### src/rtl/viterbi_pkg.sv
// Shared constants for the K=3 (7,5) Viterbi decoder: state encodings,
// branch indices and the trellis predecessor table used by the ACS stage.
package viterbi_pkg;

  localparam int PM_W_DEF      = 8;
  localparam int INIT_PM_DEF   = 16;
  localparam int FRAME_LEN_DEF = 8;

  typedef enum logic [1:0] {
    S0 = 2'd0,
    S1 = 2'd1,
    S2 = 2'd2,
    S3 = 2'd3
  } state_e;

  localparam int B1 = 0;
  localparam int B2 = 1;
  localparam int B3 = 2;
  localparam int B4 = 3;
  localparam int B5 = 4;
  localparam int B6 = 5;
  localparam int B7 = 6;
  localparam int B8 = 7;

  // Per destination state: first/second predecessor and the branch from each.
  localparam state_e PRED_A [4] = '{S0, S2, S0, S2};
  localparam state_e PRED_B [4] = '{S1, S3, S1, S3};
  localparam int     BR_A   [4] = '{B1, B3, B2, B4};
  localparam int     BR_B   [4] = '{B5, B7, B6, B8};

endpackage

### src/rtl/acs_cell.sv
// One add-compare-select cell: two candidate sums, full-width compare,
// survivor select and decision bit (ties keep the first candidate).
module acs_cell #(
  parameter int PM_W = 8
) (
  input  logic [PM_W-1:0] pm_a,
  input  logic [PM_W-1:0] pm_b,
  input  logic [1:0]      bm_a,
  input  logic [1:0]      bm_b,
  output logic [PM_W-1:0] pm_sel,
  output logic            dec
);

  logic [PM_W:0] sum_a;
  logic [PM_W:0] sum_b;

  assign sum_a = {1'b0, pm_a} + {{(PM_W-1){1'b0}}, bm_a};
  assign sum_b = {1'b0, pm_b} + {{(PM_W-1){1'b0}}, bm_b};

  // Normalisation upstream keeps the winner below 2^PM_W, so dropping the carry is safe.
  assign dec    = (sum_b < sum_a);
  assign pm_sel = dec ? sum_b[PM_W-1:0] : sum_a[PM_W-1:0];

endmodule

### src/rtl/acs_unit.sv
// ACS stage of the rate-1/2 K=3 Viterbi decoder: four path metrics with
// MSB normalisation, survivor decisions, best-state argmin and frame counter.
module acs_unit
  import viterbi_pkg::*;
#(
  parameter int PM_W      = PM_W_DEF,
  parameter int INIT_PM   = INIT_PM_DEF,
  parameter int FRAME_LEN = FRAME_LEN_DEF
) (
  input  logic            clk,
  input  logic            rst,
  input  logic            init,
  input  logic            hamd_valid,
  input  logic [1:0]      hamd_1,
  input  logic [1:0]      hamd_2,
  input  logic [1:0]      hamd_3,
  input  logic [1:0]      hamd_4,
  input  logic [1:0]      hamd_5,
  input  logic [1:0]      hamd_6,
  input  logic [1:0]      hamd_7,
  input  logic [1:0]      hamd_8,
  output logic [PM_W-1:0] pm_0,
  output logic [PM_W-1:0] pm_1,
  output logic [PM_W-1:0] pm_2,
  output logic [PM_W-1:0] pm_3,
  output logic [3:0]      dec,
  output logic            dec_valid,
  output logic [1:0]      best_state,
  output logic [2:0]      step_cnt,
  output logic            frame_done
);

  localparam logic [2:0]      LAST_STEP = 3'(FRAME_LEN - 1);
  localparam logic [PM_W-1:0] PM_INIT   = PM_W'(INIT_PM);

  logic [1:0]      hamd   [8];
  logic [PM_W-1:0] pm_q   [4];
  logic [PM_W-1:0] sel    [4];
  logic [PM_W-1:0] norm   [4];
  logic [3:0]      dec_n;
  logic [1:0]      best_n;
  logic            all_high;
  logic [PM_W-1:0] min_v;

  assign hamd[0] = hamd_1;
  assign hamd[1] = hamd_2;
  assign hamd[2] = hamd_3;
  assign hamd[3] = hamd_4;
  assign hamd[4] = hamd_5;
  assign hamd[5] = hamd_6;
  assign hamd[6] = hamd_7;
  assign hamd[7] = hamd_8;

  assign pm_0 = pm_q[0];
  assign pm_1 = pm_q[1];
  assign pm_2 = pm_q[2];
  assign pm_3 = pm_q[3];

  for (genvar s = 0; s < 4; s++) begin : g_acs
    acs_cell #(.PM_W(PM_W)) u_cell (
      .pm_a   (pm_q[PRED_A[s]]),
      .pm_b   (pm_q[PRED_B[s]]),
      .bm_a   (hamd[BR_A[s]]),
      .bm_b   (hamd[BR_B[s]]),
      .pm_sel (sel[s]),
      .dec    (dec_n[s])
    );
  end

  // Subtracting 2^(PM_W-1) from every metric preserves their differences.
  always_comb begin
    all_high = 1'b1;
    for (int s = 0; s < 4; s++) begin
      all_high = all_high & sel[s][PM_W-1];
    end
    for (int s = 0; s < 4; s++) begin
      norm[s] = sel[s];
      if (all_high) norm[s][PM_W-1] = 1'b0;
    end
    best_n = 2'd0;
    min_v  = norm[0];
    for (int s = 1; s < 4; s++) begin
      if (norm[s] < min_v) begin
        min_v  = norm[s];
        best_n = 2'(s);
      end
    end
  end

  always_ff @(posedge clk or posedge rst) begin
    if (rst) begin
      pm_q[0]    <= '0;
      pm_q[1]    <= PM_INIT;
      pm_q[2]    <= PM_INIT;
      pm_q[3]    <= PM_INIT;
      dec        <= '0;
      dec_valid  <= 1'b0;
      best_state <= '0;
      step_cnt   <= '0;
      frame_done <= 1'b0;
    end else if (init) begin
      pm_q[0]    <= '0;
      pm_q[1]    <= PM_INIT;
      pm_q[2]    <= PM_INIT;
      pm_q[3]    <= PM_INIT;
      dec        <= '0;
      dec_valid  <= 1'b0;
      best_state <= '0;
      step_cnt   <= '0;
      frame_done <= 1'b0;
    end else if (hamd_valid) begin
      for (int s = 0; s < 4; s++) begin
        pm_q[s] <= norm[s];
      end
      dec        <= dec_n;
      dec_valid  <= 1'b1;
      best_state <= best_n;
      step_cnt   <= (step_cnt == LAST_STEP) ? 3'd0 : step_cnt + 3'd1;
      frame_done <= (step_cnt == LAST_STEP);
    end else begin
      dec_valid  <= 1'b0;
      frame_done <= 1'b0;
    end
  end

endmodule

### config.mk
export PLATFORM = sky130hd
export DESIGN_NAME = acs_unit
export DESIGN_NICKNAME = d
export VERILOG_FILES = /design/src/rtl/viterbi_pkg.sv /design/src/rtl/acs_cell.sv /design/src/rtl/acs_unit.sv
export SDC_FILE = /design/constraint.sdc
export NUM_CORES = 1
export LEC_CHECK = 0
export BUFFER_PORTS_ARGS = -buffer_cell sky130_fd_sc_hd__buf_2
export CORE_MARGIN = 2
export CORE_UTILIZATION = 25
export DETAILED_ROUTE_END_ITERATION = 10
export GPL_ROUTABILITY_DRIVEN = 0
export PLACE_DENSITY_LB_ADDON = 0.12
export SETUP_SLACK_MARGIN = 0.05
export SLEW_MARGIN = 10
export SYNTH_ARGS = -nofsm -noshare
export SYNTH_HDL_FRONTEND = slang
export SYNTH_SLANG_ARGS = --single-unit
### constraint.sdc
create_clock -name clk -period 16.6 [get_ports clk]
set_clock_uncertainty 0.05 [all_clocks]
set_input_delay 0.83 -clock clk [delete_from_list [all_inputs] [get_ports clk]]
set_output_delay 0.83 -clock clk [all_outputs]
set_load 0.005 [all_outputs]
; Word-level counts from Yosys, hierarchy flattened
; Cells that the tools add are included.
[classes]
n_addsub = 9
order_cmp = 7
n_eq_ne = 1
muxes = 26
bitwise_logic = 3
n_reduce_logical = 1
[op_table]
columns = operator, n
row1 = 8-bit by 2-bit adder with 9-bit output, 8
row2 = 32-bit 2-to-1 mux, 2
row3 = 8-bit 2-to-1 mux, 6
row4 = 9-bit less-than comparator, 4
row5 = 8-bit less-than comparator, 3
row6 = 1-bit 2-to-1 mux, 9
row7 = 3-bit 2-to-1 mux, 3
row8 = 2-bit 2-to-1 mux, 4
row9 = 4-bit 2-to-1 mux, 2
row10 = "3-bit by 1-bit adder with 3-bit output, second input constant", 1
row11 = 1-bit AND, 3
row12 = "3-bit == test, second input constant", 1
row13 = 2-bit nonzero test, 1
[totals]
regBits = 43
in_bits = 20
out_inout_bits = 43
wordCells = 56

; Logic depth before layout (Yosys ltp)
; Gate-level depths: netlist (run 1).
[logic_depth]
depth_word = 15
depth_mapped = 43
depth_no_buf = 38

; By module
; From an unflattened synthesis (run 1), not the netlist that was laid out.
[unflattened]
hier_cells = 554
area_unflattened_um2 = 5001.0
[modules_own_cells]
columns = module, n_inst, cells_per_inst, area_per_inst_um2, seq_area_each_um2
row1 = acs_unit, 1, 252, 2580.0, 1079.8
row2 = acs_cell (g_acs[1].u_cell ...), 3, 75, 604.3, 0.0
row3 = acs_cell (g_acs[0].u_cell), 1, 77, 608.1, 0.0

; Worst setup path before layout (run 1)
; No wires, ideal clock.
[synth_timing]
path_type = input -> register
from = input hamd_7[1]
to = register best_state[0]
setup_ns = 0.149
t_arrival_ns = 7.987
t_required_ns = 16.401
slack_ns = 8.414
cell_stages = 40
path_buffers = 2
path_cell_list = ha_1 > a21oi_1 > nor2b_1 > nand4_1 > xor2_1 > inv_1 > ha_1 > and2_4 > a221oi_2 > nand2_1 > a211oi_4 > mux2i_1 > nand2b_1 > nor4b_4 > nand2b_1 > ha_1 > a21oi_1 > o211a_1 > [... 4 more ...] > ha_1 > a21o_1 > a21o_1 > a21oi_1 > nand2_1 > o21ai_0 > inv_1 > o31ai_4 > buf_6 > nand2_1 > o21a_1 > ha_1 > and3_1 > nand4_1 > a211oi_1 > o31ai_1 > o2111ai_1 > o311ai_0
[synth_via]
elab_chain_cells = 15
elab_cells_between_ends = 20
cone_classes = 1 x add/sub / 4 x order compare / 12 x mux / 3 x bitwise
[synth_rtl]
columns = element, line_no
row1 = from (decl), acs_unit.sv:20  ; input logic [1:0] hamd_7,
row2 = 8-bit by 2-bit adder with 9-bit output *, acs_cell.sv:18  ; assign sum_b = {1'b0, pm_b} + {{(PM_W-1){1'b0}}, bm_b};
row3 = 9-bit less-than comparator, acs_cell.sv:21  ; assign dec = (sum_b < sum_a);
row4 = 8-bit 2-to-1 mux *, acs_cell.sv:22  ; assign pm_sel = dec ? sum_b[PM_W-1:0] : sum_a[PM_W-1:0];
row5 = 1-bit AND (3 in series), acs_unit.sv:74  ; all_high = all_high & sel[s][PM_W-1];
row6 = 1-bit 2-to-1 mux, acs_unit.sv:78  ; if (all_high) norm[s][PM_W-1] = 1'b0;
row7 = 8-bit less-than comparator, acs_unit.sv:83  ; if (norm[s] < min_v) begin
row8 = 8-bit 2-to-1 mux, acs_unit.sv:83
row9 = 8-bit less-than comparator, acs_unit.sv:83
row10 = 8-bit 2-to-1 mux, acs_unit.sv:83
row11 = 8-bit less-than comparator, acs_unit.sv:83
row12 = 2-bit 2-to-1 mux *, acs_unit.sv:83
row13 = 2-bit 2-to-1 mux *, acs_unit.sv:111  ; end else if (hamd_valid) begin
row14 = 2-bit 2-to-1 mux *, acs_unit.sv:101  ; end else if (init) begin
row15 = to (signal assigned), acs_unit.sv:117  ; best_state <= best_n;
row16 = to (decl), acs_unit.sv:28  ; output logic [1:0] best_state,
; Mark *: on every way between the ends. The rest lies on a longest branch, timed or not. The select of a mux whose other input is x is not followed.
; A chain may end at the register's enable or synchronous reset.

; Final worst setup path (run 1)
[layout_timing]
from = input hamd_3[0]
to = register best_state[0]
[layout_via]
elab_chain_cells = 15
elab_cells_between_ends = 20
cone_classes = 1 x add/sub / 4 x order compare / 12 x mux / 3 x bitwise
[layout_rtl]
columns = element, line_no
row1 = from (decl), acs_unit.sv:16  ; input logic [1:0] hamd_3,
row2 = 8-bit by 2-bit adder with 9-bit output *, acs_cell.sv:17  ; assign sum_a = {1'b0, pm_a} + {{(PM_W-1){1'b0}}, bm_a};
row3 = 9-bit less-than comparator, acs_cell.sv:21
row4 = 8-bit 2-to-1 mux *, acs_cell.sv:22
row5 = 1-bit AND (3 in series), acs_unit.sv:74
row6 = 1-bit 2-to-1 mux, acs_unit.sv:78
row7 = 8-bit less-than comparator, acs_unit.sv:83
row8 = 8-bit 2-to-1 mux, acs_unit.sv:83
row9 = 8-bit less-than comparator, acs_unit.sv:83
row10 = 8-bit 2-to-1 mux, acs_unit.sv:83
row11 = 8-bit less-than comparator, acs_unit.sv:83
row12 = 2-bit 2-to-1 mux *, acs_unit.sv:83
row13 = 2-bit 2-to-1 mux *, acs_unit.sv:111
row14 = 2-bit 2-to-1 mux *, acs_unit.sv:101
; Marks and branches as above.

==> results of run 1 <==
per-layer routing:
| layer | global-route usage [%] | vias to the layer above |
|---|---|---|
| met1 | 22.54 | 2080 |
| met2 | 24.37 | 70 |
| li1 | - | 2129 |
| met4 | 3.606 | 0 |
| met3 | 1.605 | 8 |
| met5 | 0 | - |
worst max-delay path, delay by kind of cell:
family | cells | cell delay (ns)
compound gates | 15 | 3.53
simple gates | 11 | 1.87
xor+xnor | 1 | 0.28
fa+ha+maj | 6 | 1.79
buf+inv | 3 | 0.28
mux | 2 | 0.78
sequential cells by signal (all words and copies together), names as in the netlist:
register,cells
pm_0,8
pm_1,8
pm_2,8
pm_3,8
dec,4
step_cnt,3
best_state,2
dec_valid,1
frame_done,1
worst max path at each step:
stage | start | end | slack [ns] | cells after the start
after floorplan | hamd_7[1] | best_state[0]$_DFFE_PP0P_ | 8.41 | 40
after global placement | hamd_7[1] | best_state[0]$_DFFE_PP0P_ | 7.40 | 39
after detailed placement | hamd_3[0] | best_state[0]$_DFFE_PP0P_ | 7.10 | 38
after CTS | hamd_7[1] | best_state[0]$_DFFE_PP0P_ | 7.37 | 39
after global routing | hamd_7[1] | best_state[0]$_DFFE_PP0P_ | 6.46 | 39
final | hamd_3[0] | best_state[0]$_DFFE_PP0P_ | 7.32 | 38
through the flow:
step	hold WS, ns	area, µm²	utilization [%]	setup slack, ns
finish	0.4762	5856	28.94	7.317
global route	0.5395	5856	28.94	6.455
CTS	0.4808	5856	28.94	7.369
detailed placement	0.4618	5678	28.06	7.101
global placement	0.4586	5678	28.06	7.401
floorplan	0.4493	5154	-	8.414
final cells by class:
| class | count | share of cell area, % |
|---|---|---|
| Clock inverter | 2 | 0.6624 |
| Inverter | 42 | 2.692 |
| Sequential cell | 43 | 18.44 |
| Multi-Input combinational cell | 466 | 64.38 |
| Timing Repair Buffer | 65 | 5.684 |
| Tap cell | 270 | 5.769 |
| Clock buffer | 6 | 2.372 |
cell families (layout without fill, tap and decap cells):
group,after synthesis,in the layout,synth area share [%]
AOI/OAI and AO/OA,109,109,17.02
xor gates and xnor gates,44,44,7.478
adders and majority gates,77,77,19.86
buffers and inverters,67,115,5.899
DFF,43,43,20.95
muxes,53,53,10.54
and+or+nand+nor,183,183,18.26
Yosys cell counts, types with 3 or more instances:
master / instances
xor2_1: 27
nor2b_1: 12
and3_1: 6
buf_6: 4
clkbuf_1: 11
nor3_1: 6
nand3_1: 18
a211oi_1: 7
and2_1: 4
nor2_1: 61
nor2_2: 3
o31a_1: 4
o21ai_0: 17
dfstp_2: 3
dfrtp_1: 40
nand2b_1: 13
nand2_1: 31
inv_1: 42
o21bai_1: 3
nor3b_1: 3
a21oi_1: 22
nand3_2: 4
a21o_1: 15
buf_4: 5
ha_1: 69
buf_2: 3
mux2i_1: 48
xnor2_1: 17
fa_1: 8
o21a_1: 8
nand4_1: 10
==> impl_metrics.toml, run 1 <==
[yosys]
yosys_warnings = 0
yosysSeqAreaShare_pct = 20.95
synth.avg_cell_area_um2 = 8.947
synth_flop_cell = "dfrtp_1"
synth_top_area_share_pct = 19.42
synth_top_area_cell = "dfrtp_1"
netlist_instances = 576
synth_edf_count = 0
netlist_area_um2 = 5154
synthArstFlopShare_pct = 100.0
synth_seq_cells = 43
synth_nets = 673
synth_cell_types = 74
ys_top_cells_by_area = "dfrtp_1 (19%), ha_1 (17%), mux2i_1 (9.3%)"

[critical_path]
reg2reg_depth = 37
cp_common_cell = "ha_1"
cp.arrival_ns = 9.37
crit_path_top_delay_cell = "a211oi_4"
crit_fanout = 15
regToRegEndpoint = "best_state[0]$_DFFE_PP0P_"
crit_type = "in2reg"
r2r_start = "pm_2[0]$_DFFE_PP0P_"
crit_required_ns = 16.69
critPathMaxStageDelay_ns = 0.55
ff2ff_setup_slack_ns = 7.46
cp-start-kind = "input pin"
endpoint_kind = "flop"

[sta]
final-max-slew-violation-count = 0
setup_viol = 0
fin_setup_tns_ns = 0
tightest_slew_ns = 0.9382
period_share_pct = 55.92
period_needed_ns = 9.283
final_hold_viol_count = 0
grt_setup_unrepaired = "false"
slew-limit-headroom_pct = 37.45
max_clock_freq_mhz = 107.7

[clocking]
clkTransAtPathRegs_ns = 0.07
cts.sinks = 43
cts_tree = "built"
cts_resized = 0
cts_buffers = 5
postCtsSetupRepairBufs = 0
hold_buffers = 0
clockBufferDepth = 2
root_buffer = "clkbuf_16"
htree_num_levels = 2
insertion_delay_ns = 0.31

[drt]
wl_per_cell_um = 18.23
routed_via_density = 4.795
drc_errors = 0
vias = 4287
drt_iter0_markers = 208
drt-total-wl_mm = 16.30
wl_met2_mm = 7.347
dr.pass1.iters = 4
highest_layer = "met4"
wl_met1_mm = 8.321
ant_nets = 0
wl_met3_um = 464

[layout]
layout-drive-gt1-share_pct = 18.11
mostFrequentLayoutCells = "ha_1 (69), buf_2 (62), nor2_1 (61)"
antenna_cells = 0
seq_area_um2 = 1080
final_common_cell = "ha_1"
fin_cells = 894
multi_input_area_um2 = 3770
fillCellCount = 2166
fin_nets = 720
areaGrowthSynthToFinish_pct = 13.62

[floorplan]
die_h_um = 147.6
fp-row-count = 52
initial_core_util_pct = 25.47
boundaryPins = 63
core_um2 = 20230
dieArea_um2 = 21780
die_x_um = 147.6

[min_path]
hold_path_class = "reg2reg"
worstHoldPathCells = 2
min_from = "dec[0]$_DFFE_PP0P_"
hold-path-endpoint = "dec[0]$_DFFE_PP0P_"

[place]
dp.cells = 886
hpwl_mm = 12.71
portBuffers = 62

[run]
cap_violations = 0

[global_routing]
overflow = 0
grt_usage_pct = 15.41
antenna_found_initial = 0
grt_pass1_wl_mm = 26.00
grt_max_degree = 44
grt_pass1_vias = 4385

[status]
status = "finished, final reports clean"
Power of run 1 is not shown: default switching activity piles up to over one toggle a cycle in this logic, so the estimate is an artifact.
==> inputs of run 2 (changes only) <==
Clock period 16.6 ns to 9.4 ns, I/O delays scaled along.
==> impl_metrics.toml, run 2 (synthesis results as in run 1) <==
[sta]
final_hold_viol_count = 0
grt_setup_unrepaired = "false"
period_share_pct = 91.79
period_needed_ns = 8.629
slew-limit-headroom_pct = 29.26
fin_setup_tns_ns = 0
setup_viol = 0
final-max-slew-violation-count = 0
tightest_slew_ns = 1.061
max_clock_freq_mhz = 115.9

[floorplan]
boundaryPins = 63
dieArea_um2 = 21780
core_um2 = 20230
initial_core_util_pct = 25.47
die_x_um = 147.6
fp-row-count = 52
die_h_um = 147.6

[status]
status = "finished, final reports clean"

[critical_path]
crit_type = "reg2reg"
endpoint_kind = "flop"
crit_required_ns = 9.49
critPathMaxStageDelay_ns = 0.49
r2r_start = "pm_2[1]$_DFFE_PP0P_"
cp_common_cell = "ha_1"
crit_fanout = 15
regToRegEndpoint = "best_state[0]$_DFFE_PP0P_"
cp-start-kind = "flop"
crit_start = "pm_2[1]$_DFFE_PP0P_"
reg2reg_depth = 37
ff2ff_setup_slack_ns = 0.77
crit_path_top_delay_cell = "dfrtp_1"
cp.arrival_ns = 8.72

[drt]
routed_via_density = 4.675
drt_iter0_markers = 260
wl_met2_mm = 7.187
wl_met1_mm = 8.069
drc_errors = 0
ant_nets = 0
wl_met3_um = 632
drt-total-wl_mm = 16.00
vias = 4189
wl_per_cell_um = 17.86
dr.pass1.iters = 5
highest_layer = "met4"

[run]
cap_violations = 0

[clocking]
root_buffer = "clkbuf_16"
hold_buffers = 0
clockBufferDepth = 2
cts.sinks = 43
clkTransAtPathRegs_ns = 0.07
cts_tree = "built"
insertion_delay_ns = 0.30
cts_buffers = 5
htree_num_levels = 2

[global_routing]
grt_max_degree = 44
antenna_found_initial = 0
grt_usage_pct = 15.10
grt_pass1_wl_mm = 25.57
overflow = 0
grt_pass1_vias = 4329

[place]
dp.cells = 888
hpwl_mm = 12.61
portBuffers = 62

[layout]
antenna_cells = 0
fin_nets = 722
final_common_cell = "ha_1"
layout-drive-gt1-share_pct = 18.69
areaGrowthSynthToFinish_pct = 13.50
fillCellCount = 2137
fin_cells = 896
mostFrequentLayoutCells = "ha_1 (69), buf_2 (62), nor2_1 (61)"

[min_path]
hold_path_class = "in2async"
## run 2: cell types whose count changed in the layout (fill, tap and decap cells not counted)
cell and delta:
mux2i_1 -1, inv_6 +2, clkbuf_8 -1, o31a_1 -1, bufinv_16 -1, buf_4 +2, o31a_2 +1, mux2i_2 +1
## run 2: critical path, delay by kind of cell, from the launching register on
kind,cells,cell delay [ns]
AO/OA/AOI/OAI,17,3.56
XOR/XNOR,1,0.26
adder cells (fa/ha/maj),5,1.50
buffers and inverters,1,0.13
flip-flops,1,0.49
multiplexers,2,0.66
AND/OR/NAND/NOR,11,1.83
## run 2: how the worst max path moves through the flow
stage,end,slack (ns),cells after the start
after floorplan,best_state[0]$_DFFE_PP0P_,1.57,40
after global placement,best_state[1]$_DFFE_PP0P_,0.82,37
after detailed placement,best_state[0]$_DFFE_PP0P_,0.52,39
after global routing,best_state[0]$_DFFE_PP0P_,0.06,38
after CTS,best_state[0]$_DFFE_PP0P_,0.57,38
final,best_state[0]$_DFFE_PP0P_,0.77,37
## run 2: per-stage QoR
step                hold slack, ns  cell area, µm²  worst slack (ns)  util [%]
CTS                         0.4121            5844            0.5656     28.88
global placement            0.4585            5693            0.8180     28.13
global route                0.4350            5849           0.06105     28.91
detailed placement          0.4677            5693            0.5219     28.13
finish                      0.3562            5849            0.7714     28.91
floorplan                   0.4493            5154             1.574         -
## run 2: final cells by class
cell class / instances / area (µm²) / area share [%]
clock buffer: 5 / 125.1 / 2.139
clock inverter: 3 / 26.28 / 0.4492
inverter: 42 / 157.7 / 2.695
multi-input combinational: 466 / 3775 / 64.53
sequential: 43 / 1080 / 18.46
tap: 270 / 337.8 / 5.775
timing repair buffer: 67 / 347.8 / 5.947
## run 2: what timing repair did
item,CTS,global route
setup buffers,0,0
hold endpoints to repair,0,0
endpoints found under the setup margin,0,2
gates resized for setup,0,2
## run 2: routing by layer
metal | vias to the layer above | global-route usage [%]
met5 | - | 0
met4 | 0 | 3.413
met3 | 4 | 2.160
met2 | 79 | 23.40
met1 | 1974 | 22.19
li1 | 2132 | -
Power of run 2 is left out for the same reason.
